==> src/rtl/alu_pkg.sv <==
// Shared opcode, FSM state and width definitions for the ALU
// operand/result sequencer.
package alu_pkg;

  localparam int ALU_OPW = 4;
  localparam int ALU_DW  = 8;
  localparam int ALU_RW  = 16;

  typedef enum logic [ALU_OPW-1:0] {
    OP_ADD   = 4'h0,
    OP_SUB   = 4'h1,
    OP_AND   = 4'h2,
    OP_OR    = 4'h3,
    OP_XOR   = 4'h4,
    OP_NOTA  = 4'h5,
    OP_INC   = 4'h6,
    OP_DEC   = 4'h7,
    OP_SHL   = 4'h8,
    OP_SHR   = 4'h9,
    OP_NOTA2 = 4'hA,
    OP_NOTB  = 4'hB,
    OP_MUL   = 4'hC,
    OP_DIV   = 4'hD,
    OP_EQ    = 4'hE,
    OP_NOP   = 4'hF
  } alu_op_e;

  typedef enum logic [1:0] {
    ST_IDLE  = 2'd0,
    ST_ISSUE = 2'd1,
    ST_RESP  = 2'd2
  } seq_state_e;

endpackage

==> src/rtl/alu_op_sequencer.sv <==
// Requester side of the ALU interface: issues one op, holds operands
// for SETTLE_CYCLES, captures the result and returns it with flags.
module alu_op_sequencer
  import alu_pkg::*;
#(
  parameter int SETTLE_CYCLES = 1,
  parameter int TAG_W         = 4
) (
  input  logic              clk,
  input  logic              rst_n,
  input  logic              req_valid,
  output logic              req_ready,
  input  logic [ALU_DW-1:0] req_a,
  input  logic [ALU_DW-1:0] req_b,
  input  logic [ALU_OPW-1:0] req_op,
  input  logic [TAG_W-1:0]  req_tag,
  output logic [ALU_DW-1:0] alu_a,
  output logic [ALU_DW-1:0] alu_b,
  output logic [ALU_OPW-1:0] alu_ctrl,
  input  logic [ALU_RW-1:0] alu_result,
  output logic              rsp_valid,
  input  logic              rsp_ready,
  output logic [ALU_RW-1:0] rsp_result,
  output logic [TAG_W-1:0]  rsp_tag,
  output logic              rsp_zero,
  output logic              rsp_dz,
  output logic [15:0]       op_count
);

  localparam logic [3:0] CNT_LOAD = 4'(SETTLE_CYCLES - 1);

  seq_state_e        state_q, state_d;
  logic [ALU_DW-1:0] a_q, a_d;
  logic [ALU_DW-1:0] b_q, b_d;
  alu_op_e           op_q, op_d;
  logic [TAG_W-1:0]  tag_q, tag_d;
  logic [3:0]        cnt_q, cnt_d;
  logic [ALU_RW-1:0] res_q, res_d;
  logic [TAG_W-1:0]  rtag_q, rtag_d;
  logic              zero_q, zero_d;
  logic              dz_q, dz_d;
  logic [15:0]       op_count_q, op_count_d;

  logic accept, capture, handshake;

  assign accept    = (state_q == ST_IDLE) && req_valid;
  assign capture   = (state_q == ST_ISSUE) && (cnt_q == 4'd0);
  assign handshake = (state_q == ST_RESP) && rsp_ready;

  always_ff @(posedge clk) begin
    if (!rst_n) begin
      state_q    <= ST_IDLE;
      a_q        <= '0;
      b_q        <= '0;
      op_q       <= OP_NOP;
      tag_q      <= '0;
      cnt_q      <= '0;
      res_q      <= '0;
      rtag_q     <= '0;
      zero_q     <= 1'b0;
      dz_q       <= 1'b0;
      op_count_q <= '0;
    end else begin
      state_q    <= state_d;
      a_q        <= a_d;
      b_q        <= b_d;
      op_q       <= op_d;
      tag_q      <= tag_d;
      cnt_q      <= cnt_d;
      res_q      <= res_d;
      rtag_q     <= rtag_d;
      zero_q     <= zero_d;
      dz_q       <= dz_d;
      op_count_q <= op_count_d;
    end
  end

  always_comb begin
    state_d = state_q;
    unique case (state_q)
      ST_IDLE:  if (req_valid) state_d = ST_ISSUE;
      ST_ISSUE: if (cnt_q == 4'd0) state_d = ST_RESP;
      ST_RESP:  if (rsp_ready) state_d = ST_IDLE;
      default:  state_d = ST_IDLE;
    endcase
  end

  always_comb begin
    a_d        = a_q;
    b_d        = b_q;
    op_d       = op_q;
    tag_d      = tag_q;
    cnt_d      = cnt_q;
    res_d      = res_q;
    rtag_d     = rtag_q;
    zero_d     = zero_q;
    dz_d       = dz_q;
    op_count_d = op_count_q;
    if (accept) begin
      a_d   = req_a;
      b_d   = req_b;
      op_d  = alu_op_e'(req_op);
      tag_d = req_tag;
      cnt_d = CNT_LOAD;
    end
    if ((state_q == ST_ISSUE) && (cnt_q != 4'd0)) begin
      cnt_d = cnt_q - 4'd1;
    end
    // Flags come from the value being captured and the latched operands.
    if (capture) begin
      res_d  = alu_result;
      zero_d = (alu_result == '0);
      dz_d   = (op_q == OP_DIV) && (b_q == '0);
      rtag_d = tag_q;
    end
    if (handshake) begin
      op_count_d = op_count_q + 16'd1;
    end
  end

  always_comb begin
    req_ready = (state_q == ST_IDLE);
    rsp_valid = (state_q == ST_RESP);
    alu_a     = '0;
    alu_b     = '0;
    alu_ctrl  = OP_NOP;
    if (state_q == ST_ISSUE) begin
      alu_a    = a_q;
      alu_b    = b_q;
      alu_ctrl = op_q;
    end
  end

  assign rsp_result = res_q;
  assign rsp_tag    = rtag_q;
  assign rsp_zero   = zero_q;
  assign rsp_dz     = dz_q;
  assign op_count   = op_count_q;

endmodule

==> config.mk <==
export PLATFORM = sky130hd
export DESIGN_NAME = alu_op_sequencer
export DESIGN_NICKNAME = d
export VERILOG_FILES = /design/src/rtl/alu_pkg.sv /design/src/rtl/alu_op_sequencer.sv
export SDC_FILE = /design/constraint.sdc
export NUM_CORES = 1
export LEC_CHECK = 0
export ABC_CLOCK_PERIOD_IN_PS = 1800
export CAP_MARGIN = 20
export CORE_MARGIN = 3
export CORE_UTILIZATION = 40
export CTS_CLUSTER_SIZE = 10
export DETAILED_ROUTE_END_ITERATION = 8
export GPL_TIMING_DRIVEN = 0
export PLACE_DENSITY = 0.8
export SLEW_MARGIN = 20
export SYNTH_ARGS = -nofsm -noshare
export SYNTH_HDL_FRONTEND = slang
export SYNTH_SLANG_ARGS = --single-unit
==> constraint.sdc <==
create_clock -name clk -period 1.8 [get_ports clk]
set_clock_uncertainty 0.2 [all_clocks]
set_input_delay 0.27 -clock clk [delete_from_list [all_inputs] [get_ports clk]]
set_output_delay 0.27 -clock clk [all_outputs]
set_load 0.03 [all_outputs]
==> summary.txt, run 1 <==
Nets - 515
Synth area leaders - dfxtp_1 49%, nand2_1 13%, a21oi_1 9.0%
R2r setup slk - 0.03 ns
Syn avg cell area - 8.06 um2
Max Buffers Root-to-Sink - 2
Failing checks - negative setup slack
Levels on crit path - 4
Detail Route Antenna Nets - 0
GRT Residual Overflow - 0
Leakage power - 1.89 nW
Critical R2R Capture - op_count[12]
Initial Utilization - 42.5%
Top-area cell type share of the netlist area - 48.8%
Die Area - 8010 um2
Final Cell Area - 4380 um2
Maximum clock rate - 526 MHz
Seq/Total Area, Yosys - 48.8%
Pwr dens - 834 nW/um2
Fin crit period - 1.90 ns
Fin crit share - 106%
Ys async rst share - 0%
Die H - 89.5 um
CP Max Fanout - 5
Worst-skew pair later-pin latency - 0.34 ns
Most used DFF post-synth - dfxtp_1
Synth cell types - 38
Syn. warnings - 0
Global-route wire length before repair - 12,600 um
Comb pwr share - 18.1%
Post-synth top cells - 98 x nand2_1, 68 x dfxtp_1, 50 x a21oi_1
Die X - 89.5 um
CTS Buf Count - 9
Placed cells - 541
Slew Viols, Final - 0
Pint - 0.00266 W
Critical path, cell by cell - and2b_4 -> clkbuf_8 -> and2_4 -> buf_6
GRT Resource Usage Total - 20.6%
Crit path launch - state_q[1]
Core box area - 6570 um2
Syn nets - 392
Initial antenna violation count - 0
Row count - 29
CP arrival - 1.43 ns
Crit path max-delay family - simple AND/OR/NAND/NOR gates
Status - finished, violations left
Setup crit end - alu_a[6]
# port buffers - 102
Post-Layout Cell Count - 567
Largest net degree at the start of global routing - 13
Final worst setup slack - -0.102 ns
Worst Setup End Kind - output port
Peak supply drop - 0.000466 V
Startpoint types - register
DRT Wirelength - 7980 um
Net Switching - 0.00100 W
Worst Reg-to-Reg Cells - 6
DRC violations left - 0
Kind of critical path - register to output port
Avg WL per Cell - 14.1 um
Via Count - 2,796
DRT Pass-1 Iters - 4
Area after DPL - 3940 um2
Hold crit path type - primary input to register
Switching Fraction - 27.3%
CTS tree - built
Slew headroom - 62.2%
Sequential share of power - 44.5%
RSZ-0062 raised after global routing - yes
ANT cells - 0
Vias in the first global route - 2,726
Reg-to-Reg Start - op_count[1]
MaxCap Viol Count - 0
Area leader, netlist - dfxtp_1
H-Tree Depth - 3
Final setup fails - 17
Post-Synthesis Cell Area - 2790 um2
Clock transition at the registers of the reported paths - 0.08 ns
I/O pin cnt - 104
RD Place Congestion - 0.824
Required time of the critical path - 1.33 ns
Slew @ Worst Pin - 0.567 ns
Fill count - 565
Final HPWL DP - 5480 um
Hold Vio Cnt, Final - 0
Largest stage delay, worst path - 0.35 ns
Synth Register Bits - 68
Critical path's slowest cell - dfxtp_4
Top-count cell post-synth - nand2_1
Vias/cell - 4.93
Clock share of power - 37.4%
Share of post-route cells with drive strength above 1 - 22.4%
Area grow syn2layout - 57.1%
Root Driver - clkbuf_8
Syn Inst Count - 346
Post-synth EDFFs - 0
CP bufs+invs - 2
# clock sinks - 68
Setup slack at placement - -0.539 ns
Initial drt markers - 83
repair_timing:
action	CTS	global route
buffers inserted	6	4
endpoints found under the setup margin	85	66
cloned	2	0
pin swaps	16	3
gates resized for setup	226	29
hold buffers	0	0
cell families after synthesis:
group                    synth area share [%]
AO/OA/AOI/OAI                            10.9
XOR/XNOR                                 3.45
AND/OR/NAND/NOR                          31.3
multiplexers                            0.718
adder cells (fa/ha/maj)                 0.897
flip-flops                               48.8
buffers and inverters                    3.95
power by group through the flow:
stage	Sequential [W]	Clock, W	Combinational (W)
6_report	0.00163	0.00137	0.000661
5_1_grt	0.00164	0.00146	0.000718
4_1_cts	0.00163	0.00139	0.000636
3_5_place_dp	0.00166	0	0.000583
3_3_place_gp	0.00166	0	0.000575
2_1_floorplan	0.00171	0	0.000264
area by class of cell:
cell class	count	area, um2	area share (%)
Clock inverter	7	91.3	2.08
Buffer	19	133	3.03
Multi-Input combinational cell	253	1430	32.6
Tap cell	93	116	2.65
Sequential cell	68	1380	31.5
Clock buffer	9	124	2.83
Timing Repair Buffer	114	1090	24.9
Inverter	4	15.0	0.342
registers in the layout, summed over array words and instances, names as in the netlist, 2 cells and up:
| signal | cells |
|---|---|
| b_q | 8 |
| rsp_result | 16 |
| a_q | 8 |
| op_count | 16 |
| op_q | 4 |
| rsp_tag | 4 |
| tag_q | 4 |
| state_q | 2 |
| cnt_q | 4 |
through the flow:
stage / total power [W] / util [%] / TNS [ns] / hold slack [ns]
final: 0.00366 / 66.8 / -1.30 / 0.0772
after global routing: 0.00382 / 66.8 / -2.47 / 0.125
after CTS: 0.00366 / 65.6 / -1.80 / 0.0553
after detailed placement: 0.00225 / 60.0 / -17.79 / 0.242
after global placement: 0.00224 / 60.0 / -13.98 / 0.237
after floorplan: 0.00197 / - / 0 / 0.194
how the worst min path moves through the flow:
stage               startpoint  endpoint  slack (ns)  cells past startpoint
global placement        a_q[5]    a_q[5]        0.24                      2
finish                   rst_n   op_q[1]        0.08                      2
global route             rst_n   op_q[1]        0.12                      2
CTS                      rst_n   op_q[1]        0.06                      2
floorplan            req_op[1]   op_q[1]        0.19                      2
detailed placement      a_q[5]    a_q[5]        0.24                      2
metal layers:
layer | track usage (%) | vias up | wire [um]
met2 | 35.0 | 100 | 3820
met3 | 7.19 | 9 | 670
met1 | 24.4 | 1285 | 3400
met5 | 0 | - | 0
met4 | 6.50 | 0 | 81
li1 | - | 1402 | -
layout by cell type (no fill, tap or decap), types with 4 or more instances in the layout:
cell,Yosys,layout
a21oi_1,50,48
and2_4,0,17
buf_2,7,5
buf_4,0,10
buf_6,1,24
clkbuf_1,13,6
clkbuf_8,0,11
clkdlybuf4s50_1,0,42
dfxtp_1,68,60
dfxtp_2,0,4
dfxtp_4,0,4
dlygate4sd2_1,0,37
nand2_1,98,96
nand2b_4,0,4
nand3_1,9,9
nand4_1,6,6
nor2_1,12,12
nor4_1,5,5
o21ai_0,5,5
xnor2_1,4,4
xor2_1,7,7
No activity file was read; power rests on OpenSTA's default activity.
==> inputs of run 2 (changes only) <==
--- a/config.mk
+++ b/config.mk
@@ -7,6 +7,6 @@
 export LEC_CHECK = 0
-export ABC_CLOCK_PERIOD_IN_PS = 1800
+export ABC_CLOCK_PERIOD_IN_PS = 2400
 export CAP_MARGIN = 20
 export CORE_MARGIN = 3
-export CORE_UTILIZATION = 40
+export CORE_UTILIZATION = 47
 export CTS_CLUSTER_SIZE = 10
@@ -14,3 +14,3 @@
 export GPL_TIMING_DRIVEN = 0
-export PLACE_DENSITY = 0.8
+export PLACE_DENSITY = 0.88
 export SLEW_MARGIN = 20
==> constraint.sdc (replaced) <==
create_clock -name clk -period 2.4 [get_ports clk]
set_clock_uncertainty 0.2 [all_clocks]
set_input_delay 0.36 -clock clk [delete_from_list [all_inputs] [get_ports clk]]
set_output_delay 0.36 -clock clk [all_outputs]
set_load 0.02 [all_outputs]
==> run 2 against run 1 <==
Effect of this change: the flow now finishes without violations; cell count is 5.6% lower; wire length is 8.4% lower; highest routed layer unchanged; combinational power down 39%; core utilization increased by 5.0 points; sequential power decreased by 25%; cell area decreased by 7.6%; register-to-register slack gained 0.41 ns; non-clock buffer count shrank 10; total power shrank 33%; critical path depth unchanged; global-route usage up 0.78 points; critical path type unchanged.
==> summary.txt, run 2 (synthesis results as in run 1) <==
Status - completed (was finished, violations left)
DRT Pass-1 Iters - 4 (unchanged)
H-Tree Depth - 3 (unchanged)
Row count - 27 (was 29)
CP arrival - 1.68 ns (was 1.43 ns)
Final HPWL DP - 5400 um (was 5480 um)
ANT cells - 0 (unchanged)
Pwr dens - 604 nW/um2 (was 834 nW/um2)
Kind of critical path - register to output port (unchanged)
Detail Route Antenna Nets - 0 (unchanged)
Most common cell after layout, fill and taps aside - nand2_1 (unchanged)
Cts hold-fix bufs - 0 (unchanged)
Vias/cell - 5.13 (was 4.93)
Overall power - 0.00245 W (was 0.00366 W)
CTS tree - built (unchanged)
Required time of the critical path - 1.84 ns (was 1.33 ns)
Final setup fails - 0 (was 17)
Slew @ Worst Pin - 0.502 ns (was 0.567 ns)
Clock transition at the registers of the reported paths - 0.07 ns (was 0.08 ns)
Sequential share of power - 50.1% (was 44.5%)
Worst-skew pair later-pin latency - 0.34 ns (about the same)
Hold crit path type - primary input to register (unchanged)
Hold Vio Cnt, Final - 0 (unchanged)
Switching Fraction - 26.5% (was 27.3%)
Fin crit period - 2.24 ns
Initial antenna violation count - 0 (unchanged)
DRC violations left - 0 (unchanged)
Die H - 83.1 um (was 89.5 um)
# port buffers - 102 (unchanged)
RSZ-0062 raised after global routing - no (was yes)
Vias in the first global route - 2,692 (was 2,726)
MaxCap Viol Count - 0 (unchanged)
Fin crit share - 93.4%
Startpoint types - register (unchanged)
Via Count - 2,747 (was 2,796)
DRT Wirelength - 7310 um (was 7980 um)
Max Buffers Root-to-Sink - 2 (unchanged)
Most frequent cells in the layout - 98 x nand2_1, 82 x clkdlybuf4s50_1, 66 x dfxtp_1, 50 x a21oi_1, 20 x dlygate4sd2_1 (was 96 x nand2_1, 60 x dfxtp_1, 48 x a21oi_1, 42 x clkdlybuf4s50_1, 37 x dlygate4sd2_1)
Peak supply drop - 0.000443 V (was 0.000466 V)
Clock share of power - 33.4% (was 37.4%)
Fill count - 452 (was 565)
# clock sinks - 68 (unchanged)
Global-route wire length before repair - 12,200 um (was 12,600 um)
Initial Utilization - 49.5% (was 42.5%)
Maximum clock rate - 446 MHz
Worst Setup End Kind - output port (unchanged)
Share of post-route cells with drive strength above 1 - 6.48% (was 22.4%)
Area grow syn2layout - 45.2% (was 57.1%)
Net Switching - 0.000647 W (was 0.00100 W)
Root Driver - clkbuf_8 (unchanged)
Die X - 83.1 um (was 89.5 um)
Initial drt markers - 80 (was 83)
Largest net degree at the start of global routing - 11 (was 13)
Avg WL per Cell - 13.7 um (was 14.1 um)
GRT Resource Usage Total - 21.4% (was 20.6%)
CP Max Fanout - 10 (was 5)
Slew headroom - 66.5% (was 62.2%)
Slew Viols, Final - 0 (unchanged)
Comb pwr share - 16.4% (was 18.1%)
GRT Residual Overflow - 0 (unchanged)
I/O pin cnt - 104 (unchanged)
Pint - 0.00180 W (was 0.00266 W)
Nets - 505 (was 515)
CTS Buf Count - 9 (unchanged)
Leakage power - 1.57 nW (was 1.89 nW)
Setup TNS - 0 ns (was -1.30 ns)
RD Place Congestion - 0.834 (was 0.824)
Core box area - 5640 um2 (was 6570 um2)
Die Area - 6900 um2 (was 8010 um2)
[run 2: worst max-delay path, stage by stage, from the launching register on]
cell and delay, ns:
dfxtp_2 0.38, and2b_2 0.26, clkbuf_2 0.18, and2_1 0.20, dlygate4sd2_1 0.32
[run 2: final cells by class]
cell class | instances | area [um2] | share of cell area, %
Multi-Input combinational cell | 253 | 1320 | 32.6
Inverter | 4 | 15.0 | 0.371
Clock inverter | 2 | 10.0 | 0.247
Sequential cell | 68 | 1360 | 33.7
Clock buffer | 13 | 159 | 3.92
Buffer | 21 | 97.6 | 2.41
Tap cell | 72 | 90.1 | 2.22
Timing Repair Buffer | 102 | 996 | 24.6
[run 2: power groups by stage]
| stage | combinational, W | sequential, W | clock (W) |
|---|---|---|---|
| 2_1_floorplan | 0.000187 | 0.00127 | 0 |
| 3_3_place_gp | 0.000400 | 0.00125 | 0 |
| 3_5_place_dp | 0.000407 | 0.00125 | 0 |
| 4_1_cts | 0.000403 | 0.00123 | 0.000821 |
| 5_1_grt | 0.000439 | 0.00123 | 0.000869 |
| 6_report | 0.000402 | 0.00123 | 0.000818 |
[run 2: metal layers]
| metal | track usage (%) | routed length (um) | vias to the layer above |
|---|---|---|---|
| li1 | - | - | 1380 |
| met1 | 26.2 | 3250 | 1250 |
| met2 | 35.6 | 3380 | 109 |
| met3 | 6.65 | 571 | 8 |
| met4 | 7.13 | 112 | 0 |
| met5 | 0 | 0 | - |
[run 2: what timing repair did]
| item | 4_1_cts | 5_1_grt |
|---|---|---|
| resized for setup | 24 | 0 |
| setup buffers | 0 | 0 |
| hold endpoints to repair | 0 | 0 |
| endpoints found under the setup margin | 20 | 0 |
[run 2: final timing paths]
| kind | slack [ns] | startpoint | endpoint | cells past startpoint |
|---|---|---|---|---|
| max reg2reg | 0.44 | cnt_q[0] | rsp_result[5] | 7 |
| min | 0.18 | rst_n | op_q[3] | 2 |
| min reg2reg | 0.26 | a_q[2] | a_q[2] | 2 |
| max | 0.16 | state_q[1] | alu_a[7] | 4 |
[run 2: stage by stage]
step | setup WS [ns] | hold slack [ns] | area [um2] | utilization (%) | instances
2_1_floorplan | 0.455 | 0.232 | 2790 | - | 346
3_3_place_gp | 0.0479 | 0.238 | 3900 | 69.2 | 520
3_5_place_dp | 0.0549 | 0.246 | 3900 | 69.2 | 520
4_1_cts | 0.147 | 0.178 | 4050 | 71.8 | 535
5_1_grt | 0.0712 | 0.202 | 4050 | 71.8 | 535
6_report | 0.159 | 0.180 | 4050 | 71.8 | 535
==> inputs of run 3 (changes only) <==
Settings changed: CORE_MARGIN 3 to 10, MAX_ROUTING_LAYER from default to met4.
==> run 3 against run 2 <==
Effect of this change: wire length rose by 11%; non-clock buffer count did not move; via count rose by 0.95%; die area rose by 37%; total power rose by 5.9%; core utilization fell by 1.9 points; largest power group unchanged.
==> summary.txt, run 3 (synthesis results as in run 1) <==
Area after DPL - 3910 um2 (was 3900 um2)
Post-Layout Cell Count - 538 (was 535)
Global-route wire length before repair - 13,200 um (was 12,200 um)
Most frequent cells in the layout - 98 x nand2_1, 82 x clkdlybuf4s50_1, 66 x dfxtp_1, 50 x a21oi_1, 20 x dlygate4sd2_1 (unchanged)
Post-CTS Setup Inserts - 0 (unchanged)
Die H - 97.1 um (was 83.1 um)
Vias in the first global route - 2,824 (was 2,692)
Final worst hold slack - 0.160 ns (was 0.180 ns)
Most common cell after layout, fill and taps aside - nand2_1 (unchanged)
DRT Wirelength - 8140 um (was 7310 um)
Initial drt markers - 101 (was 80)
Slew headroom - 66.4% (was 66.5%)
Die X - 97.1 um (was 83.1 um)
Post-layout util - 69.9% (was 71.8%)
Share of post-route cells with drive strength above 1 - 6.48% (unchanged)
Fin crit period - 2.24 ns (about the same)
Pwr dens - 634 nW/um2 (was 604 nW/um2)
Peak supply drop - 0.000389 V (was 0.000443 V)
GRT Resource Usage Total - 17.2% (was 21.4%)
Final Cell Area - 4090 um2 (was 4050 um2)
Row count - 28 (was 27)
Largest net degree at the start of global routing - 11 (unchanged)
WHS Path Cells - 2 (unchanged)
Core box area - 5850 um2 (was 5640 um2)
Slew Viols, Final - 0 (unchanged)
CP arrival - 1.68 ns (about the same)
Area grow syn2layout - 46.5% (was 45.2%)
MaxCap Viol Count - 0 (unchanged)
GRT Residual Overflow - 0 (unchanged)
I/O pin cnt - 104 (unchanged)
Maximum clock rate - 447 MHz (was 446 MHz)
Final HPWL DP - 6230 um (was 5400 um)
Setup TNS - 0 ns (unchanged)
# clock sinks - 68 (unchanged)
RD Place Congestion - 0.859 (was 0.834)
CTS Buf Count - 9 (unchanged)
CTS tree - built (unchanged)
Kind of critical path - register to output port (unchanged)
Via Count - 2,773 (was 2,747)
Avg WL per Cell - 15.1 um (was 13.7 um)
DRT Pass-1 Iters - 4 (unchanged)
Largest stage delay, worst path - 0.38 ns (about the same)
Worst Reg-to-Reg Cells - 7 (unchanged)
Startpoint types - register (unchanged)
Final setup fails - 0 (unchanged)
Initial Utilization - 47.7% (was 49.5%)
Detail Route Antenna Nets - 0 (unchanged)
Placed cells - 523 (was 520)
Hold Vio Cnt, Final - 0 (unchanged)
Critical path's slowest cell - dfxtp_2 (unchanged)
Worst Setup End Kind - output port (unchanged)
RSZ-0062 raised after global routing - no (unchanged)
CP Max Fanout - 10 (unchanged)
Max Buffers Root-to-Sink - 2 (unchanged)
Fill count - 478 (was 452)
Root Driver - clkbuf_8 (unchanged)
Initial antenna violation count - 0 (unchanged)
Critical path, cell by cell - and2b_2 -> clkbuf_2 -> and2_1 -> dlygate4sd2_1 (unchanged)
Worst-skew pair later-pin latency - 0.34 ns (about the same)
Clock transition at the registers of the reported paths - 0.07 ns (about the same)
Vias/cell - 5.15 (was 5.13)
ANT cells - 0 (unchanged)
DRC violations left - 0 (unchanged)
Status - completed (unchanged)
Hold crit path type - primary input to register (unchanged)
# port buffers - 102 (unchanged)
Nets - 505 (unchanged)
H-Tree Depth - 3 (unchanged)
Slew @ Worst Pin - 0.504 ns (was 0.502 ns)
Required time of the critical path - 1.84 ns (about the same)
Leakage power - 1.58 nW (was 1.57 nW)
Fin crit share - 93.2% (was 93.4%)
Die Area - 9420 um2 (was 6900 um2)
==> run 3: cell types whose count changed in the layout (fill, tap and decap cells not counted), sizes merged <==
| cell | delta |
|---|---|
| clkinv | -2 |
| clkbuf | +1 |
| bufinv | +1 |
==> run 3: final timing paths <==
| path | from | endpoint | slack (ns) |
|---|---|---|---|
| worst max-delay path | state_q[1] | alu_b[4] | 0.16 |
| worst min-delay path | rst_n | op_q[0] | 0.16 |
| worst min register to register | a_q[3] | a_q[3] | 0.25 |
| worst max register to register | cnt_q[0] | rsp_result[13] | 0.43 |
==> run 3: worst max-delay path: cells and delay by family (launching register included) <==
kind	cells	cell delay, ns
AND/OR/NAND/NOR	2	0.45
buffers and inverters	2	0.51
flip-flops	1	0.38
==> run 3: repair_timing <==
item                       4_1_cts  5_1_grt
resized for setup               23        1
setup endpoints to repair       20        1
hold buffers                     0        0
==> run 3: report_power, final <==
group	internal, W	switching [W]	total (W)
logic	0.000187	0.000218	0.000405
clock network	0.000561	0.000401	0.000962
registers	0.00119	0.0000360	0.00122
==> run 3: area by class of cell <==
| class | count | area [um2] | area share [%] |
|---|---|---|---|
| clock inverter | 1 | 30.0 | 0.735 |
| clock buffer | 14 | 173 | 4.22 |
| sequential | 68 | 1360 | 33.4 |
| tap | 75 | 93.8 | 2.30 |
| inverter | 4 | 15.0 | 0.367 |
| timing repair buffer | 102 | 996 | 24.4 |
| buffer | 21 | 97.6 | 2.39 |
| multi-input combinational | 253 | 1320 | 32.3 |
==> run 3: per-stage QoR <==
step | worst slack [ns] | power, W
floorplan | 0.455 | 0.00145
global placement | 0.0291 | 0.00165
detailed placement | 0.0310 | 0.00166
CTS | 0.0897 | 0.00260
global route | 0.0638 | 0.00269
finish | 0.162 | 0.00259
==> run 3: routing by layer <==
layer	vias up	wire length [um]	global-route usage (%)
li1	1379	-	-
met1	1273	3580	19.1
met2	108	3730	27.5
met3	13	724	6.76
met4	0	99	6.13
met5	-	0	-
